### config.mk
export PLATFORM = sky130hd
export DESIGN_NAME = irq_vector_ctrl
export DESIGN_NICKNAME = d
export VERILOG_FILES = /design/src/rtl/irq_vector_ctrl.sv
export SDC_FILE = /design/constraint.sdc
export NUM_CORES = 1
export LEC_CHECK = 0
export ABC_CLOCK_PERIOD_IN_PS = 1900
export CORE_MARGIN = 2
export CORE_UTILIZATION = 46
export CTS_CLUSTER_SIZE = 25
export DETAILED_ROUTE_END_ITERATION = 8
export GPL_TIMING_DRIVEN = 0
export PLACE_DENSITY_LB_ADDON = 0.15
export SETUP_SLACK_MARGIN = 0.15
export SLEW_MARGIN = 20
export SYNTH_ARGS = -nofsm -noshare
export SYNTH_HDL_FRONTEND = slang
export SYNTH_SLANG_ARGS = --single-unit
### constraint.sdc
create_clock -name clk -period 1.9 [get_ports clk]
set_clock_uncertainty 0.2 [all_clocks]
set_input_delay 0.19 -clock clk [delete_from_list [all_inputs] [get_ports clk]]
set_output_delay 0.19 -clock clk [all_outputs]
set_load 0.05 [all_outputs]
### src/rtl/irq_vector_ctrl.sv
// Pending-interrupt controller fed by an 8-input active-low priority encoder.
// Holds one request at a time through an irq / irq_ack / eoi handshake with preemption and a watchdog.
module irq_vector_ctrl #(
    parameter int unsigned TIMEOUT_CYCLES = 200
) (
    input  logic       clk,
    input  logic       rst,
    input  logic [2:0] A,
    input  logic       GS,
    input  logic       mask_we,
    input  logic [7:0] mask_din,
    input  logic       irq_ack,
    input  logic       eoi,
    input  logic       err_clr,
    output logic       irq,
    output logic [2:0] vector,
    output logic       busy,
    output logic [7:0] mask,
    output logic       err,
    output logic [7:0] svc_count
);

    localparam logic [1:0] ST_IDLE = 2'd0;
    localparam logic [1:0] ST_PEND = 2'd1;
    localparam logic [1:0] ST_SERV = 2'd2;
    localparam logic [15:0] TLAST  = 16'(TIMEOUT_CYCLES - 1);

    logic [1:0]  state_q, state_d;
    logic [2:0]  vec_q, vec_d;
    logic        irq_q, irq_d;
    logic        busy_q, busy_d;
    logic [7:0]  mask_q, mask_d;
    logic [7:0]  svc_q, svc_d;
    logic        err_q, err_d;
    logic [15:0] tcnt_q, tcnt_d;
    logic        timeout_hit;

    logic [2:0] req_idx;
    logic       req_valid;

    assign req_idx   = ~A;
    assign req_valid = !GS && !mask_q[req_idx];

    always_comb begin
        state_d     = state_q;
        vec_d       = vec_q;
        irq_d       = irq_q;
        busy_d      = busy_q;
        svc_d       = svc_q;
        tcnt_d      = tcnt_q;
        timeout_hit = 1'b0;
        case (state_q)
            ST_IDLE: begin
                if (req_valid) begin
                    state_d = ST_PEND;
                    vec_d   = req_idx;
                    tcnt_d  = 16'd0;
                    irq_d   = 1'b1;
                end
            end
            ST_PEND: begin
                tcnt_d = tcnt_q + 16'd1;
                // Ack beats timeout, which beats preemption and withdrawal.
                if (irq_ack) begin
                    state_d = ST_SERV;
                    irq_d   = 1'b0;
                    busy_d  = 1'b1;
                    if (svc_q != 8'hFF) svc_d = svc_q + 8'd1;
                end else if (tcnt_q == TLAST) begin
                    state_d     = ST_IDLE;
                    irq_d       = 1'b0;
                    timeout_hit = 1'b1;
                end else if (req_valid && (req_idx > vec_q)) begin
                    vec_d = req_idx;
                end else if (!(req_valid && (req_idx == vec_q))) begin
                    state_d = ST_IDLE;
                    irq_d   = 1'b0;
                end
            end
            ST_SERV: begin
                if (eoi) begin
                    state_d = ST_IDLE;
                    busy_d  = 1'b0;
                end
            end
            default: begin
                state_d = ST_IDLE;
                irq_d   = 1'b0;
                busy_d  = 1'b0;
            end
        endcase
    end

    assign mask_d = mask_we ? mask_din : mask_q;
    assign err_d  = timeout_hit | (err_q & ~err_clr);

    always_ff @(posedge clk) begin
        if (!rst) begin
            state_q <= ST_IDLE;
            vec_q   <= 3'd0;
            irq_q   <= 1'b0;
            busy_q  <= 1'b0;
            mask_q  <= 8'h00;
            svc_q   <= 8'h00;
            err_q   <= 1'b0;
            tcnt_q  <= 16'd0;
        end else begin
            state_q <= state_d;
            vec_q   <= vec_d;
            irq_q   <= irq_d;
            busy_q  <= busy_d;
            mask_q  <= mask_d;
            svc_q   <= svc_d;
            err_q   <= err_d;
            tcnt_q  <= tcnt_d;
        end
    end

    assign irq       = irq_q;
    assign vector    = vec_q;
    assign busy      = busy_q;
    assign mask      = mask_q;
    assign err       = err_q;
    assign svc_count = svc_q;

endmodule

* Yosys cells after proc, flatten, opt, wreduce, memory -nomap -nowiden
Cells that the tools add are included.
** Word-level totals
- Flip-flop bits (word level) :: 40
- Input port bits :: 18
- Output and inout port bits :: 22
- Word-level logic and storage cells :: 72
** Cells by class
- Add/subtract/negate cells :: 2
- $lt $le $gt $ge :: 2
- Equality and inequality tests :: 13
- Multiplexer cells :: 28
- Bitwise operators :: 6
- Reductions and logical operators :: 13
** Operators by type and width (number)
- case mux 16 bit (2 select lines) :: 1
- adder 16 x 1 -> 16 bit (second input constant) :: 1
- == test 16 x 8 -> 1 bit (second input constant) :: 1
- 2-to-1 mux 16 bit :: 1
- 2-to-1 mux 2 bit :: 6
- 2-to-1 mux 3 bit :: 4
- != test 2 bit (second input constant) :: 6
- 2-to-1 mux 1 bit :: 11
- adder 8 x 1 -> 8 bit (second input constant) :: 1
- != test 4 bit (second input constant) :: 2
- != test 8 bit (second input constant) :: 1
- AND reduction 4 bit :: 2
- case mux 1 bit (3 select lines) :: 2
- case mux 2 bit (3 select lines) :: 1
- case mux 3 bit (2 select lines) :: 1
- AND reduction 3 bit :: 2
- AND reduction 5 bit :: 1
- less-than comparator 3 x 4 -> 1 bit (second input constant) :: 1
- binary-select mux 1 bit (select 3 bit) :: 1
- == test 3 bit :: 1
- greater-than comparator 3 bit :: 1
- logical AND 1 bit :: 3
- inverter 1 bit :: 3
- inverter 3 bit :: 1
- other kinds (8) :: 9

* Logic depth before layout (Yosys ltp)
- Word-level depth :: 11
- Gate-level depth with buffers :: 7
- Gate-level depth less buffers :: 7

* Worst setup path before layout
OpenSTA, ideal clock, no wires.
- Path type :: reg-to-reg
- Start :: register vec_q[1] (netlist: vector[1])
- End :: register vec_q[0] (netlist: vector[0])
- Library setup time :: 71 ps
- Arrival time :: 1850 ps
- Required time :: 1629 ps
- Setup slack :: -220 ps
- Stages on the path, launching flop included :: 7
- Path buffers :: 0
- Cells stage by stage :: dfxtp_1 inv_1 ha_1 a311oi_1 a31oi_1 or3_1 a21oi_1
** On the way
- Longest elaborated chain between the ends :: 4
** RTL lines
- from (decl) :: line 29 : logic [2:0] vec_q, vec_d;
- from (signal assigned) :: line 109 : vec_q <= vec_d;
- greater-than comparator 3 bit :: line 73 : end else if (req_valid && (req_idx > vec_q)) begin
- logical AND 1 bit :: line 73
- != test 2 bit (no line)
- AND reduction 5 bit (no line)
No other way between the ends.
A chain may end at the register's enable or synchronous reset.

* Worst setup path in the final report
- Start :: register vec_q[2] (netlist: vector[2])
- End :: register vec_q[2] (netlist: vector[2])
The elaborated chain is that of the path after synthesis.

==> results.md <==
* Status: complete, no violations
* Crit-path max cell delay at 340 ps
* Wire length per cell at 14.6 um
* Die height at 70.4 um
* Max-cap violations at 0
* Slew HR at 61.9%
* P per Cell Area at 649 mW/mm^2
* Worst-Margin Slew at 571 ps
* Vias in the first global route at 1917
* Detailed placement HPWL at 3.55 mm
* Critical path arrival at 1870 ps
* Core Region at 0.00429 mm^2
* RSZ-0062 raised after global routing: yes
* Tcrit/Tclk final at 99.2%
* Total gr overflow at 0
* Die Area at 0.00496 mm^2
* First-pass GRT wire length at 8.87 mm
* Diode count at 0
* Worst-skew pair later-pin latency at 290 ps
* Distinct cells, synth at 46
* Synth Register Bits at 40
* 1st-iter DRT viols at 114
* CTS root buffer: clkbuf_8
* Die X at 70.4 um
* Post-synth top area cell: dfxtp_1
* Yosys synthesis warning count at 0
* Syn Nets at 265
* Gpl congestion at 0.815
* Post-Syn Instances at 242
* DR vias at 1989
* Slowest CP cell: dfxtp_4
* Mapped cell area at 0.00203 mm^2
* Max H-tree Level at 2
* CTS sink cnt at 40
* Placed cells at 332
* Post-synth EDFFs at 0
* Largest net degree at the start of global routing at 12
* CP Capture Type: flop
* Share of post-route cells with drive strength above 1 at 26.3%
* Synth top area cells: dfxtp_1 (39%), mux2i_1 (5.4%), nand2_1 (5.2%)
* Utilization after layout at 66.4%
* DRC viols at 0
* Initial Util at 47.2%
* Tot GR Track Use at 22.4%
* Final net count at 319
* Max-slew violation count at 0
* Startpoint Class: flop
* Final wirelength at 5.11 mm
* Leak Pwr at 1.12 nW
* Yosys top cell area share at 39.5%
* Critical path peak fanout at 6
* Layout fillers at 374
* Fmax at 531 MHz
* Worst path cell trace: inv_2 > ha_4 > a311oi_4 > a31oi_4 > buf_4 > o311a_2
* Worst-path clk slew at 80 ps
* Final setup margin at 16.1 ps
* CTS Buf Count at 5
* Endpoints failing hold at 0
* # setup viols final at 0
* Multi-input logic area at 0.00134 mm^2
* Synth top cells by count: dfxtp_1 (40), nand2_1 (28), nor2_1 (28)
* P&R area growth vs syn at 40.5%
* Min-delay worst type: input pin to flop
* Avg Cell Area, Syn at 8.38 um^2
* Clock buffer depth at 2
* Number of port buffers at 38
* Via density at 5.70
* Most common cell in the netlist: dfxtp_1
* Setup TNS at 0 ps
* Top FF cell, synth: dfxtp_1
* Final min period at 1880 ps
* Power consumption at 1.85 mW
* Pre-CTS setup slack at -613 ps
* Final ANT Viol Nets at 0
* WP data required at 1890 ps
* Ys async rst share at 0%
* Seq/Total Area, Yosys at 39.5%
* Max VDD drop at 0.498 mV
* Setup Crit Path Kind: flop to flop
* Reg area at 858 um^2
* Row count at 24
* CTS tree: done
* Finished Layout Cells at 349
* Top-Level Pins at 40
* Antenna violations before repair at 0
* Number of detailed-route iterations in the first pass at 4
-- final cells by class --
cell class / instances / area share, %
Timing Repair Buffer: 46 / 14.7
Inverter: 9 / 1.19
Sequential cell: 40 / 30.1
Tap cell: 52 / 2.28
Clock buffer: 8 / 2.81
Multi-Input combinational cell: 184 / 47.1
Buffer: 10 / 1.76
-- flip-flops by register name (all words and copies together) (netlist names) --
| name | cells |
|---|---|
| irq | 1 |
| tcnt_q | 16 |
| state_q | 2 |
| mask | 8 |
| svc_count | 8 |
| err | 1 |
| busy | 1 |
| vector | 3 |
-- metal layers --
layer  global-route usage, %  part of all wire, %  vias up
met5                       0                    0        -
met1                    28.3                   46      938
met3                    4.33                  6.0        4
met4                    11.1                 0.78        0
li1                        -                    -      994
met2                    36.2                   48       53
-- cell families after synthesis --
group,count (synthesis),share of synthesized area (%)
AND/OR/NAND/NOR,102,24.4
buffers and inverters,19,3.70
AO/OA/AOI/OAI,56,18.9
multiplexers,14,7.84
XOR/XNOR,6,2.59
adder cells (fa/ha/maj),5,3.08
flip-flops,40,39.5
-- placed cells by master, fill, tap and decap left out, types with 3 or more instances in the layout --
cell type and n:
a21oi_1 8, a31oi_1 6, buf_4 6, buf_6 3, clkbuf_1 8, clkbuf_2 4, clkbuf_8 5, clkdlybuf4s50_1 12
dfxtp_1 16, dfxtp_2 13, dfxtp_4 11, dlygate4sd2_1 25, ha_4 3, inv_1 6, mux2i_1 11, nand2_1 26
nand3_1 12, nand4_1 5, nor2_1 26, nor3_1 5, o21ai_0 12, o21ai_1 4, o22ai_2 3, or3_1 3
xnor2_1 4
-- power breakdown --
group          internal [mW]  switching, mW  total (mW)
registers              0.862         0.0226       0.884
logic                  0.164          0.245       0.409
clock network          0.261          0.295       0.557
-- worst max-delay path: cells and delay by family (launching register included) --
family,cells,cell delay [ps]
buf+inv,2,220
fa+ha+maj,1,210
flops,1,340
compound gates,3,800
-- per-stage QoR --
step,hold slack (ps),cell area [um^2]
final,132,2850
after global routing,131,2850
after CTS,219,2800
after detailed placement,256,2580
after global placement,243,2580
after floorplan,136,2140
-- worst paths after layout --
| path | start | to | slack, ps | cells after the start |
|---|---|---|---|---|
| max | vector[2] | vector[2] | 20 | 6 |
| min | irq_ack | busy | 130 | 3 |
| max reg2reg | vector[2] | vector[2] | 20 | 6 |
| min reg2reg | busy | busy | 260 | 2 |
-- repair_timing --
| action | 4_1_cts | 5_1_grt |
|---|---|---|
| hold buffers | 0 | 0 |
| endpoints found under the setup margin | 46 | 26 |
| pin swaps | 10 | 7 |
| setup buffers | 6 | 1 |
| gates cloned | 2 | 0 |
| resized for setup | 56 | 12 |
Note: power is estimated with default switching activity, not from simulation.
==> variant: new RTL, config.mk and constraints unchanged <==
Reset style: asynchronous (`rst`), changed in one clocked block.
--- a/src/rtl/irq_vector_ctrl.sv
+++ b/src/rtl/irq_vector_ctrl.sv
@@ -96,3 +96,3 @@
 
-    always_ff @(posedge clk) begin
+    always_ff @(posedge clk or negedge rst) begin
         if (!rst) begin
Function: differs if rst is asserted again (counterexample within 4 cycles, from zero or initial values and one cycle with rst low); with rst held inactive, the same outputs for 10 cycles.
==> variant against the unedited design <==
  * The run now ends with negative setup slack left
  * Critical path depth is the same
  * Die area is 3.2% higher
  * Worst setup slack got worse by 0.27 ns
  * Global-route usage decreased by 1.9 points
  * Synthesized cell count down 17%
  * Area after synthesis up 3.4%
  * Wire length decreased by 1.8%
  * Sequential cell count is the same
  * Utilization is 0.58 points higher
  * Count of clock-buffer cells in the layout shrank 1
  * Final cell count fell by 8.6%
  * Design area up 3.0%
  * Critical path type unchanged
  * Largest cell class unchanged
Power is not compared: it rests on default switching activity, and its combinational part moved more than twofold at a synthesized area within 25%.
==> variant: results (changes against the unedited design) <==
Status
  • Outcome: finished, violations left
  • Violated checks: negative setup slack

STA
  • Slew of the pin with the lowest slew margin: 0.643 ns (+0.0715 ns)
  • TNS Setup: -3.60 ns (-3.60 ns)
  • Final setup fails: 21 (+21)
  • Setup ws final: -0.258 ns (-0.274 ns)
  • Final hold slack: 0.201 ns (+0.0683 ns)

Place
  • Detailed Place HPWL: 3320 um (-6.4%)
  • I/O Buffers: 37 (-2.6%)
  • Dpl cell area: 2610 um2 (+0.87%)
  • GPL Wtd Cong: 0.829 (+1.7%)

Drt
  • Vias per Instance: 5.63 (-1.3%)
  • Routed WL per cell: 15.7 um (+7.4%)
  • DR iter-0 viols: 88 (-23%)

Finish
  • Share of layout cells above drive strength 1: 0.296 (+0.0333)
  • Final Non-Filler Cells: 319 (-8.6%)
  • Signal buffers: 65 (+16%)
  • Clock buffers: 7 (-1)
  • Register area: 1020 um2 (+19%)
  • Nets: 289 (-9.4%)
  • Fraction of area in multi-input gates: 0.391 (-0.0802)
  • #MultiIn Comb: 144 (-22%)
  • Design area: 2940 um2 (+3.0%)
  • Final-layout non-clock buffer area share: 0.199 (+0.0340)

Logic synthesis
  • Top cells by area, synth: dfrtp_1 48%, mux2_2 6.4%, ha_1 3.0%, mux2i_1 2.9%, nand2_1 2.7%
  • Commonest cells post-synth: 40 x dfrtp_1, 15 x nand2_1, 12 x mux2_2, 11 x nor3_1
  • Async S/R FF share, synth: 1.00 (+1.00)
  • Seq/Total Area, Yosys: 0.477 (+0.0825)

Critical path
  • Max stage delay on crit path: 0.40 ns (+0.06 ns)
  • CP max-delay cell: dfrtp_2
  • R2R Path Start: mask[3]
  • Crit Path Max Fanout: 10 (+4)

Global route
  • GRT Total Usage: 0.205 (-0.0188)
  • Largest net degree at the start of global routing: 25 (+13)

Clock tree
  • Cts hold-fix bufs: 2 (+2)
  • Cts repair resizes: 37 (-34%)
## variant: critical path, delay by kind of cell (launching register included)
kind	cells	cell delay, ns
AO/OA/AOI/OAI	2	0.45
AND/OR/NAND/NOR	1	0.33
flip-flops	1	0.40
buffers and inverters	1	0.14
multiplexers	2	0.52
## variant: routing by layer
metal  global-route usage  up-vias  part of all wire
met1                0.286      867              0.46
met5                    0        -                 0
met2                0.325       52              0.47
met3               0.0534       10             0.053
met4               0.0440        0             0.021
li1                     -      866                 -
## variant: logic make-up after synthesis
kind of cell               count (synthesis)  share of synthesized area
DFF                                       40                      0.477
and+or+nand+nor                           73                      0.182
AOI/OAI and AO/OA                         40                      0.144
muxes                                     19                      0.100
xor gates and xnor gates                   7                     0.0292
buffers and inverters                     17                     0.0376
adders and majority gates                  5                     0.0298
## variant: power breakdown
group | switching (mW) | leakage [nW] | internal, mW | total, mW
Clock | 0.288 | 0.0422 | 0.258 | 0.546
Sequential | 0.135 | 0.494 | 0.999 | 1.13
Combinational | 0.737 | 0.817 | 0.508 | 1.25
